[src/rtl/regwb_arbiter_pkg.sv]
// Shared types and defaults for the register write-back arbiter.
package regwb_arbiter_pkg;

   localparam int ADDR_W_DEF = 5;
   localparam int DATA_W_DEF = 32;
   localparam int CNT_W_DEF  = 8;

   // Source encoding carried on mux_sel
   localparam logic SRC_A = 1'b0;
   localparam logic SRC_B = 1'b1;

   // Round-robin pointer: which requester wins the next contended cycle
   typedef enum logic {
      PRI_A = 1'b0,
      PRI_B = 1'b1
   } pri_e;

endpackage

[src/rtl/regwb_arbiter_rr_arb2.sv]
// Two-way round-robin grant logic with a pointer FSM.
// Readiness is combinational from valid/stall/pointer; the pointer only
// moves on an actual grant, so a stalled or idle cycle keeps priority.
module rr_arb2
   import regwb_arbiter_pkg::*;
(
   input  logic clk,
   input  logic rst_n,
   input  logic a_valid,
   input  logic b_valid,
   input  logic stall,
   output logic a_ready,
   output logic b_ready
);

   pri_e state_q, state_d;
   // Held low through reset and for the first edge after release, so no
   // grant can land on the release edge itself.
   logic armed_q, armed_d;

   // Pointer and arm flag registers
   always_ff @(posedge clk or negedge rst_n) begin
      if (!rst_n) begin
         state_q <= PRI_A;
         armed_q <= 1'b0;
      end else begin
         state_q <= state_d;
         armed_q <= armed_d;
      end
   end

   // Grant decode and next pointer: winner loses priority next time
   always_comb begin
      a_ready = 1'b0;
      b_ready = 1'b0;
      state_d = state_q;
      armed_d = 1'b1;
      if (armed_q && !stall) begin
         if (a_valid && (!b_valid || state_q == PRI_A)) begin
            a_ready = 1'b1;
         end else if (b_valid) begin
            b_ready = 1'b1;
         end
      end
      if (a_ready) begin
         state_d = PRI_B;
      end else if (b_ready) begin
         state_d = PRI_A;
      end
   end

endmodule

[src/rtl/regwb_arbiter.sv]
// Register-file write-back arbiter: ALU (A) vs load return (B).
// One-cycle registered write port plus a saturating contention counter.
module regwb_arbiter
   import regwb_arbiter_pkg::*;
#(
   parameter int ADDR_W = ADDR_W_DEF,
   parameter int DATA_W = DATA_W_DEF,
   parameter int CNT_W  = CNT_W_DEF
) (
   input  logic              clk,
   input  logic              rst_n,
   input  logic              a_valid,
   input  logic [ADDR_W-1:0] a_addr,
   input  logic [DATA_W-1:0] a_data,
   output logic              a_ready,
   input  logic              b_valid,
   input  logic [ADDR_W-1:0] b_addr,
   input  logic [DATA_W-1:0] b_data,
   output logic              b_ready,
   input  logic              stall,
   input  logic              clr_cnt,
   output logic              rf_we,
   output logic [ADDR_W-1:0] rf_waddr,
   output logic [DATA_W-1:0] rf_wdata,
   output logic              mux_sel,
   output logic [CNT_W-1:0]  conflict_cnt
);

   logic              we_q, we_d;
   logic [ADDR_W-1:0] waddr_q, waddr_d;
   logic [DATA_W-1:0] wdata_q, wdata_d;
   logic              sel_q, sel_d;
   logic [CNT_W-1:0]  cnt_q, cnt_d;

   rr_arb2 u_arb (
      .clk     (clk),
      .rst_n   (rst_n),
      .a_valid (a_valid),
      .b_valid (b_valid),
      .stall   (stall),
      .a_ready (a_ready),
      .b_ready (b_ready)
   );

   // Capture the granted request; writes to r0 are swallowed (we stays 0)
   always_comb begin
      we_d    = 1'b0;
      waddr_d = waddr_q;
      wdata_d = wdata_q;
      sel_d   = sel_q;
      if (a_ready) begin
         we_d    = (a_addr != '0);
         waddr_d = a_addr;
         wdata_d = a_data;
         sel_d   = SRC_A;
      end else if (b_ready) begin
         we_d    = (b_addr != '0);
         waddr_d = b_addr;
         wdata_d = b_data;
         sel_d   = SRC_B;
      end
   end

   // Contention counter: clear wins, otherwise saturating increment
   always_comb begin
      cnt_d = cnt_q;
      if (clr_cnt) begin
         cnt_d = '0;
      end else if (a_valid && b_valid && !stall && (cnt_q != '1)) begin
         cnt_d = cnt_q + CNT_W'(1);
      end
   end

   // Write port and counter registers
   always_ff @(posedge clk or negedge rst_n) begin
      if (!rst_n) begin
         we_q    <= 1'b0;
         waddr_q <= '0;
         wdata_q <= '0;
         sel_q   <= SRC_A;
         cnt_q   <= '0;
      end else begin
         we_q    <= we_d;
         waddr_q <= waddr_d;
         wdata_q <= wdata_d;
         sel_q   <= sel_d;
         cnt_q   <= cnt_d;
      end
   end

   assign rf_we        = we_q;
   assign rf_waddr     = waddr_q;
   assign rf_wdata     = wdata_q;
   assign mux_sel      = sel_q;
   assign conflict_cnt = cnt_q;

endmodule
[config.mk]
export PLATFORM = sky130hd
export DESIGN_NAME = regwb_arbiter
export DESIGN_NICKNAME = d
export VERILOG_FILES = /design/src/rtl/regwb_arbiter_pkg.sv /design/src/rtl/regwb_arbiter_rr_arb2.sv /design/src/rtl/regwb_arbiter.sv
export SDC_FILE = /design/constraint.sdc
export NUM_CORES = 1
export LEC_CHECK = 0
export BUFFER_PORTS_ARGS = -buffer_cell sky130_fd_sc_hd__clkbuf_2
export CORE_ASPECT_RATIO = 0.7
export CORE_MARGIN = 4
export CORE_UTILIZATION = 40
export CTS_BUF_LIST = sky130_fd_sc_hd__clkbuf_8
export CTS_CLUSTER_SIZE = 28
export DETAILED_ROUTE_END_ITERATION = 8
export PLACE_DENSITY_LB_ADDON = 0.12
export SLEW_MARGIN = 20
export SYNTH_ARGS = -nofsm -noshare
export SYNTH_HDL_FRONTEND = slang
export SYNTH_HIERARCHICAL = 1
export SYNTH_SLANG_ARGS = --single-unit
[constraint.sdc]
create_clock -name clk -period 3.1 [get_ports clk]
set_input_delay 0.775 -clock clk [delete_from_list [all_inputs] [get_ports clk]]
set_output_delay 0.775 -clock clk [all_outputs]
set_load 0.02 [all_outputs]
; ---- Word-level counts from Yosys, hierarchy flattened
; Index checks and enable logic that the tools add are counted.
; Widths: inputs -> output; s select.
[totals]
word_cells = 39
latchBits = 0
n_memories = 0
ff_bits = 49
mem_bits_rw = 0
mem_bits_ro = 0
out_inout_bits = 49
in_bits = 80
[op_classes]
magnitude_cmp = 0
mux = 17
n_reduce_logical = 12
addsub = 1
bitwise_logic = 1
shifts = 0
n_eq_ne = 1
div = 0
n_mul = 0
[op_table]
columns = operator, n
row1 = $mux 32, 2
row2 = $mux 8, 2
row3 = $mux 1, 11
row4 = $mux 5, 2
row5 = $reduce_bool 5->1, 2
row6 = $add 8x1->8 const B, 1
row7 = $ne 8x8->1 const B, 1
row8 = $logic_and 1x1->1, 5
row9 = $reduce_bool 2->1, 2
row10 = $logic_not 1->1, 2
row11 = $logic_or 1x1->1, 1
row12 = $not 1->1, 1

; ---- Depth between registers and ports, before layout
; Gate-level depths: netlist (run 1).
[depth]
word_depth = 7
depth_mapped = 7

; ---- Modules after synthesis
; The synthesis (run 1) kept the hierarchy.
[modules_own_cells]
columns = module, area_per_inst_um2, cells_per_inst, instances
row1 = regwb_arbiter, 2228.4, 213, 1
row2 = rr_arb2, 102.6, 11, 1

; ---- Worst setup path after synthesis (run 1)
; Ideal clock, no wire load.
[synth_timing]
path_type = input to register
start = in stall
end = reg wdata_q[12], in the netlist rf_wdata[12]
setup_ns = 0.132
path_slack_ns = 0.866
t_arrival_ns = 2.102
stages = 7
cell_sequence = nand3b_1 -> a21oi_1 -> clkbuf_1 -> buf_4 -> buf_4 -> mux2i_1 -> o21ai_1
[synth_via]
elab_chain_len = 4
elab_cells_between_ends = 6
cone_classes = mux (3) / reduce/logical (3)
[synth_rtl]
columns = element, line_no
row1 = start: declaration, regwb_arbiter.sv:20  ; input logic stall,
row2 = $logic_not 1->1, regwb_arbiter_rr_arb2.sv:38  ; if (armed_q && !stall) begin
row3 = $logic_and 1x1->1, regwb_arbiter_rr_arb2.sv:38
row4 = $mux 1, regwb_arbiter_rr_arb2.sv:38
row5 = via b_ready, regwb_arbiter.sv:19  ; output logic b_ready,
row6 = $reduce_bool 2->1 (no line), n/a
row7 = end signal: assignment, regwb_arbiter.sv:85  ; wdata_q <= wdata_d;
row8 = end: declaration, regwb_arbiter.sv:31  ; logic [DATA_W-1:0] wdata_q, wdata_d;
; The timed path passes the listed nets, and every way through them passes these cells.
; A chain may end at the register's enable or synchronous reset.

; ---- Final worst setup path (run 1)
[layout_timing]
start = in stall
end = out a_ready
[layout_via]
elab_chain_len = 3
[layout_rtl]
columns = element, line_no
row1 = $logic_not 1->1, regwb_arbiter_rr_arb2.sv:38
row2 = $logic_and 1x1->1, regwb_arbiter_rr_arb2.sv:38
row3 = $mux 1, regwb_arbiter_rr_arb2.sv:38
row4 = end: declaration, regwb_arbiter.sv:15  ; output logic a_ready,
; Every way passes these cells.

==> key figures, run 1 <==
Outcome
  • Status: finished clean

Layout
  • Synthesis-to-layout area growth: 34.6%
  • Antenna Cells: 0
  • Register area: 0.00123 sq mm
  • Finished Cell Area: 0.00314 sq mm
  • Layout cell share with drive strength beyond 1: 42.4%
  • Filler cell count: 504
  • NumNets Final: 430
  • Multi-input gate area: 0.00104 sq mm

Synthesis
  • Post-synth ARST share: 100%
  • Share of the synthesized area in the top cell type: 52.6%
  • Unique masters post-synth: 33
  • Most common cell in the synthesized netlist: dfrtp_1
  • Mean Syn Cell Area: 10.4 sq um
  • Seq/Total Area, Yosys: 52.6%
  • Synthesized Nets: 305
  • Cells after synthesis: 224
  • Number of synthesized flops with an enable pin: 0
  • Synth warn: 6
  • Top post-synthesis cells by area: dfrtp_1, mux2i_1, o21ai_0
  • Synth area leader: dfrtp_1
  • Ys flop type: dfrtp_1
  • FF+latch count, synth: 49
  • Commonest cells post-synth: dfrtp_1, mux2i_1, nand2_1
  • Post-Syn Area: 0.00233 sq mm

Setup path
  • Top fanout value on the critical path: 5
  • CP startpoint kind: input port
  • Worst Path Required: 2.32 ns
  • Crit. End Element: primary output
  • Worst reg2reg path startpoint: u_arb/armed_q$_DFF_PN0_
  • WS Path Type: input port to primary output
  • Critical Path Start: stall
  • Arrival time worst endpoint: 1.39 ns

Power
  • Peak supply drop: 0.269 mV
  • Sw Share: 35.0%
  • Share of power burned in registers: 47.7%
  • Gate power share: 31.2%
  • Clk network pwr share: 21.1%
  • Switching component of the power: 625 uW
  • Power consumption: 1780 uW
  • Leakage: 0.00149 uW
  • P_int: 1160 uW
  • Power density over cell area: 568 mW/mm^2

GRT
  • First-pass GRT wire length: 9560 um
  • Antenna violations before repair: 0
  • Vias in the first global route: 2082
  • Largest net degree at the start of global routing: 78
  • GRT Overall Usage: 16.5%
  • Congestion Overflow GR: 0

STA
  • TNS Setup: 0 ns
  • Slew Limit Fails: 0
  • Worst rel slew slack: 53.3%
  • Unrepaired setup endpoints after global routing: no
  • Crit path time final: 2.17 ns
  • WHS: 0.513 ns
  • Worst-margin pin slew: 0.701 ns
  • Setup Viol. Count Final: 0
  • Fin crit share: 69.9%
  • Fin. Hold Viols: 0
  • Fmax: 461 MHz
  • Clock Skew: 0.00642 ns

Die
  • Initial Util: 42.8%
  • Chip Width: 99.2 um
  • Die H: 71.9 um
  • Num ports: 129
  • Site Rows: 22
  • Die Area: 0.00713 sq mm
  • Core Area: 0.00545 sq mm

Clock tree
  • Post-CTS Setup Bufs: 0
  • Hold buffers post-CTS: 0
  • CTS tree: built
  • H-Tree Depth: 2
  • Cts repair resizes: 0
  • Clk_lat worst skew: 0.29 ns
  • # clock sinks: 49
  • TritonCTS buffer count: 5
  • Clk slew on worst S/H paths: 0.09 ns
  • CTS Root Cell: clkbuf_8
  • Clock Path Buffers: 2

Detailed routing
  • Drt total wl: 6000 um
  • Wirelength per Cell: 14.3 um
  • Remaining antenna violation count after routing: 0
  • Routed vias: 2049
  • Avg Vias per Cell: 4.87
  • DR iter-0 viols: 44
  • Residual DRC: 0
  • TritonRoute pass-1 iters: 4

Run
  • Max Cap Violations: 0

Placed design
  • Gp weighted congestion: 0.832
  • IO buf count: 128
  • Hpwl dp: 4570 um
  • Placed cell area: 0.00305 sq mm

Min path
  • Worst min path class: input port to async pin
[metrics by stage]
step | std cells | setup slack (ns) | utilization, %
global route | 421 | 0.892 | 57.6
finish | 421 | 0.933 | 57.6
CTS | 421 | 0.916 | 57.6
global placement | 414 | 0.838 | 55.9
floorplan | 224 | 0.866 | -
detailed placement | 414 | 0.775 | 55.9
[state kept, by name, indices dropped and copies added (netlist names)]
register,flops
conflict_cnt,8
mux_sel,1
rf_waddr,5
rf_wdata,32
rf_we,1
u_arb/armed_q,1
u_arb/state_q,1
[path summary, 6_finish.rpt]
| path | cells after the start | to | slack, ns |
|---|---|---|---|
| worst max register to register | 5 | rf_wdata[28]$_DFFE_PN0P_ | 1.41 |
| worst max-delay path | 4 | a_ready | 0.93 |
| min in group clk | 1 | u_arb/state_q$_DFFE_PN0P_ | 0.51 |
| worst min register to register | 1 | u_arb/state_q$_DFFE_PN0P_ | 0.51 |
| max in group asynchronous | 2 | rf_wdata[12]$_DFFE_PN0P_ | 1.94 |
| worst min-delay path | 1 | rf_waddr[0]$_DFFE_PN0P_ | 0.51 |
[power groups by stage]
stage / clock [uW] / combinational [uW] / sequential, uW
floorplan: 0 / 158 / 1010
global route: 421 / 604 / 864
finish: 377 / 556 / 850
global placement: 0 / 552 / 861
CTS: 396 / 566 / 850
detailed placement: 0 / 570 / 857
[cell families (layout without fill, tap and decap cells)]
| family | after synthesis | count (layout) | synth area share (%) |
|---|---|---|---|
| flops | 49 | 49 | 52.6 |
| mux | 39 | 39 | 16.7 |
| fa+ha+maj | 1 | 1 | 0.537 |
| xor+xnor | 1 | 1 | 0.376 |
| compound gates | 52 | 52 | 13.2 |
| simple gates | 63 | 63 | 13.0 |
| other cells | 1 | 1 | 0.161 |
| buf+inv | 18 | 143 | 3.38 |
[worst max-delay path, cell delays in order]
cell and delay [ns]:
clkbuf_2 0.10, nand3b_1 0.22, nor2_4 0.11, clkbuf_2 0.18
[cell type report]
class                   count  area share, %
flip-flops and latches     49           39.1
multi-input cells         157           33.3
repair buffers            132           21.4
well taps                  72           2.87
clock buffers               6           2.63
inverters                   4          0.479
clock inverters             1          0.239
[placed cells by master, fill, tap and decap left out, types with 2 or more instances in the layout]
master and count:
buf_4 4, inv_1 4, nor3_1 2, a21oi_1 2, or4_1 2, clkbuf_2 128
o21ai_0 29, o311ai_1 2, nand2_1 38, o21ai_1 11, clkbuf_8 6, nand3_1 3
nor2_1 6, a211oi_1 2, o41ai_1 2, nand3b_1 3, mux2i_1 39, dfrtp_1 49
[per-layer routing]
layer / global-route usage (%) / routed length [um]
met5: 0 / 0
met2: 27.0 / 2740
met1: 21.5 / 2750
met4: 3.64 / 45
met3: 5.45 / 466
No activity file was read; power rests on OpenSTA's default activity.
==> inputs of run 2 (changes only) <==
==> constraint.sdc (replaced) <==
create_clock -name clk -period 2.1 [get_ports clk]
set_input_delay 0.525 -clock clk [delete_from_list [all_inputs] [get_ports clk]]
set_output_delay 0.525 -clock clk [all_outputs]
set_load 0.02 [all_outputs]
==> run 2 against run 1 <==
Against the previous run: clock-buffer cell count down 1; worst hold slack worse by 0.31 ns; die area did not move; critical path depth unchanged; routed wire length shrank 0.73%; final cell count rose by 0.24%; first-iteration DRC count is 2.3% higher; largest power group unchanged; sequential share of layout area down 0.43 points; highest routed layer unchanged; clock skew fell by 0.0014 ns.
==> key figures, run 2 (synthesized netlist as in run 1, its figures left out) <==
Setup path
  • Crit-path slowest cell: clkbuf_2
  • End of the worst register-to-register path: conflict_cnt[1]$_DFFE_PN0P_
  • Cell Chain, Critical Path: clkbuf_2, nand3b_1, a21oi_4, clkbuf_2
  • Worst Path Required: 1.57 ns
  • Worst r2r path cells: 5
  • WS Path Type: input port to primary output
  • Top Family by Delay on Critical Path: buffers and inverters
  • Worst reg2reg path startpoint: conflict_cnt[0]$_DFFE_PN0P_
  • Reg-to-reg slack, setup: 0.63 ns
  • Largest stage delay on the critical path: 0.20 ns
  • Top fanout value on the critical path: 5
  • CP startpoint kind: input port
  • CP most frequent cell: clkbuf_2
  • Crit. End Element: primary output
  • CP bufs+invs: 2
  • Arrival time worst endpoint: 1.21 ns

STA
  • Final WS setup: 0.363 ns
  • Clock Skew: 0.00504 ns
  • Setup Viol. Count Final: 0
  • Fin crit share: 82.7%
  • Unrepaired setup endpoints after global routing: no
  • Fmax: 576 MHz
  • Fin. Hold Viols: 0
  • Crit path time final: 1.74 ns
  • TNS Setup: 0 ns
  • Slew Limit Fails: 0

Die
  • Die H: 71.9 um
  • Chip Width: 99.2 um
  • Initial Util: 42.8%
  • Site Rows: 22
  • Die Area: 0.00713 sq mm
  • Num ports: 129
  • Core Area: 0.00545 sq mm

Clock tree
  • Clk_lat worst skew: 0.30 ns
  • CTS tree: built
  • CTS Root Cell: clkbuf_8
  • Cts repair resizes: 0
  • H-Tree Depth: 2
  • Hold buffers post-CTS: 0
  • Clk slew on worst S/H paths: 0.09 ns
  • Post-CTS Setup Bufs: 0
  • Clock Path Buffers: 2
  • TritonCTS buffer count: 5
  • # clock sinks: 49

Placed design
  • Placed cell area: 0.00308 sq mm
  • Hpwl dp: 4440 um
  • Dpl ws: 0.323 ns
  • Gp weighted congestion: 0.803
  • IO buf count: 128

Layout
  • Max reg flops: 32
  • Multi-input gate area: 0.00104 sq mm
  • Commonest non-fill, non-tap cell in the layout: clkbuf_2
  • Register area: 0.00123 sq mm
  • Layout cell share with drive strength beyond 1: 42.3%
  • NumNets Final: 430
  • Finished Cell Area: 0.00317 sq mm
  • Most frequent cells in the layout: clkbuf_2, dfrtp_1, mux2i_1
  • Filler cell count: 505
  • Synthesis-to-layout area growth: 36.1%
  • Antenna Cells: 0

Power
  • Share of power burned in registers: 47.7%
  • Gate power share: 31.5%
  • Leakage: 0.00150 uW
  • Power density over cell area: 829 mW/mm^2
  • Power consumption: 2630 uW
  • Clk network pwr share: 20.8%
  • P_int: 1690 uW
  • Switching component of the power: 942 uW
  • Peak supply drop: 0.417 mV
  • Sw Share: 35.8%

Detailed routing
  • Remaining antenna violation count after routing: 0
  • DR iter-0 viols: 45
  • Residual DRC: 0
  • TritonRoute pass-1 iters: 4
  • Wirelength per Cell: 14.1 um
  • Drt total wl: 5960 um
  • Routed vias: 2065
  • Avg Vias per Cell: 4.89

Outcome
  • Status: finished clean

GRT
  • First-pass GRT wire length: 9440 um
  • Largest net degree at the start of global routing: 78
  • Antenna violations before repair: 0
  • Vias in the first global route: 1941
  • Congestion Overflow GR: 0
  • GRT Overall Usage: 16.6%

Run
  • Max Cap Violations: 0

Min path
  • Worst min path class: input port to async pin
==> run 2: changes by cell type in the layout (fill, tap and decap cells not counted) <==
cell	delta
buf_12	+3
buf_4	-3
clkbuf_8	-1
clkinvlp_4	+1
inv_1	+1
==> run 2: power groups by stage <==
stage                     logic [uW]  registers, uW  clock network (uW)
after floorplan                  234           1500                   0
after global placement           824           1270                   0
after detailed placement         847           1260                   0
after CTS                        842           1250                 565
after global routing             901           1280                 609
final                            827           1250                 547
==> run 2: worst max-delay path by stage <==
stage                from  cells after the start  slack [ns]                  endpoint
CTS                 stall                      4        0.35                   b_ready
floorplan           stall                      7        0.12  rf_wdata[12]$_DFFE_PN0P_
finish              stall                      4        0.36                   b_ready
global placement    stall                      4        0.38                   b_ready
global route        stall                      4        0.33                   b_ready
detailed placement  stall                      6        0.32   rf_waddr[3]$_DFFE_PN0P_
==> run 2: final cells by class <==
cell class | count | share of cell area [%]
inverter | 4 | 0.473
multi-input combinational | 157 | 32.9
tap | 72 | 2.84
timing repair buffer | 132 | 22.3
clock buffer | 5 | 2.17
sequential | 49 | 38.7
clock inverter | 3 | 0.592
==> run 2: metrics by stage <==
step                      hold slack, ns  cells  util, %
after floorplan                    0.229    224        -
after global placement             0.478    414     56.6
after detailed placement           0.483    414     56.6
after CTS                          0.202    422     58.2
after global routing               0.206    422     58.2
final                              0.203    422     58.2
==> run 2: layer usage <==
layer,routed length (um),track usage (%)
met5,0,0
met4,61,4.55
met3,560,6.91
met2,2720,25.9
met1,2620,21.2
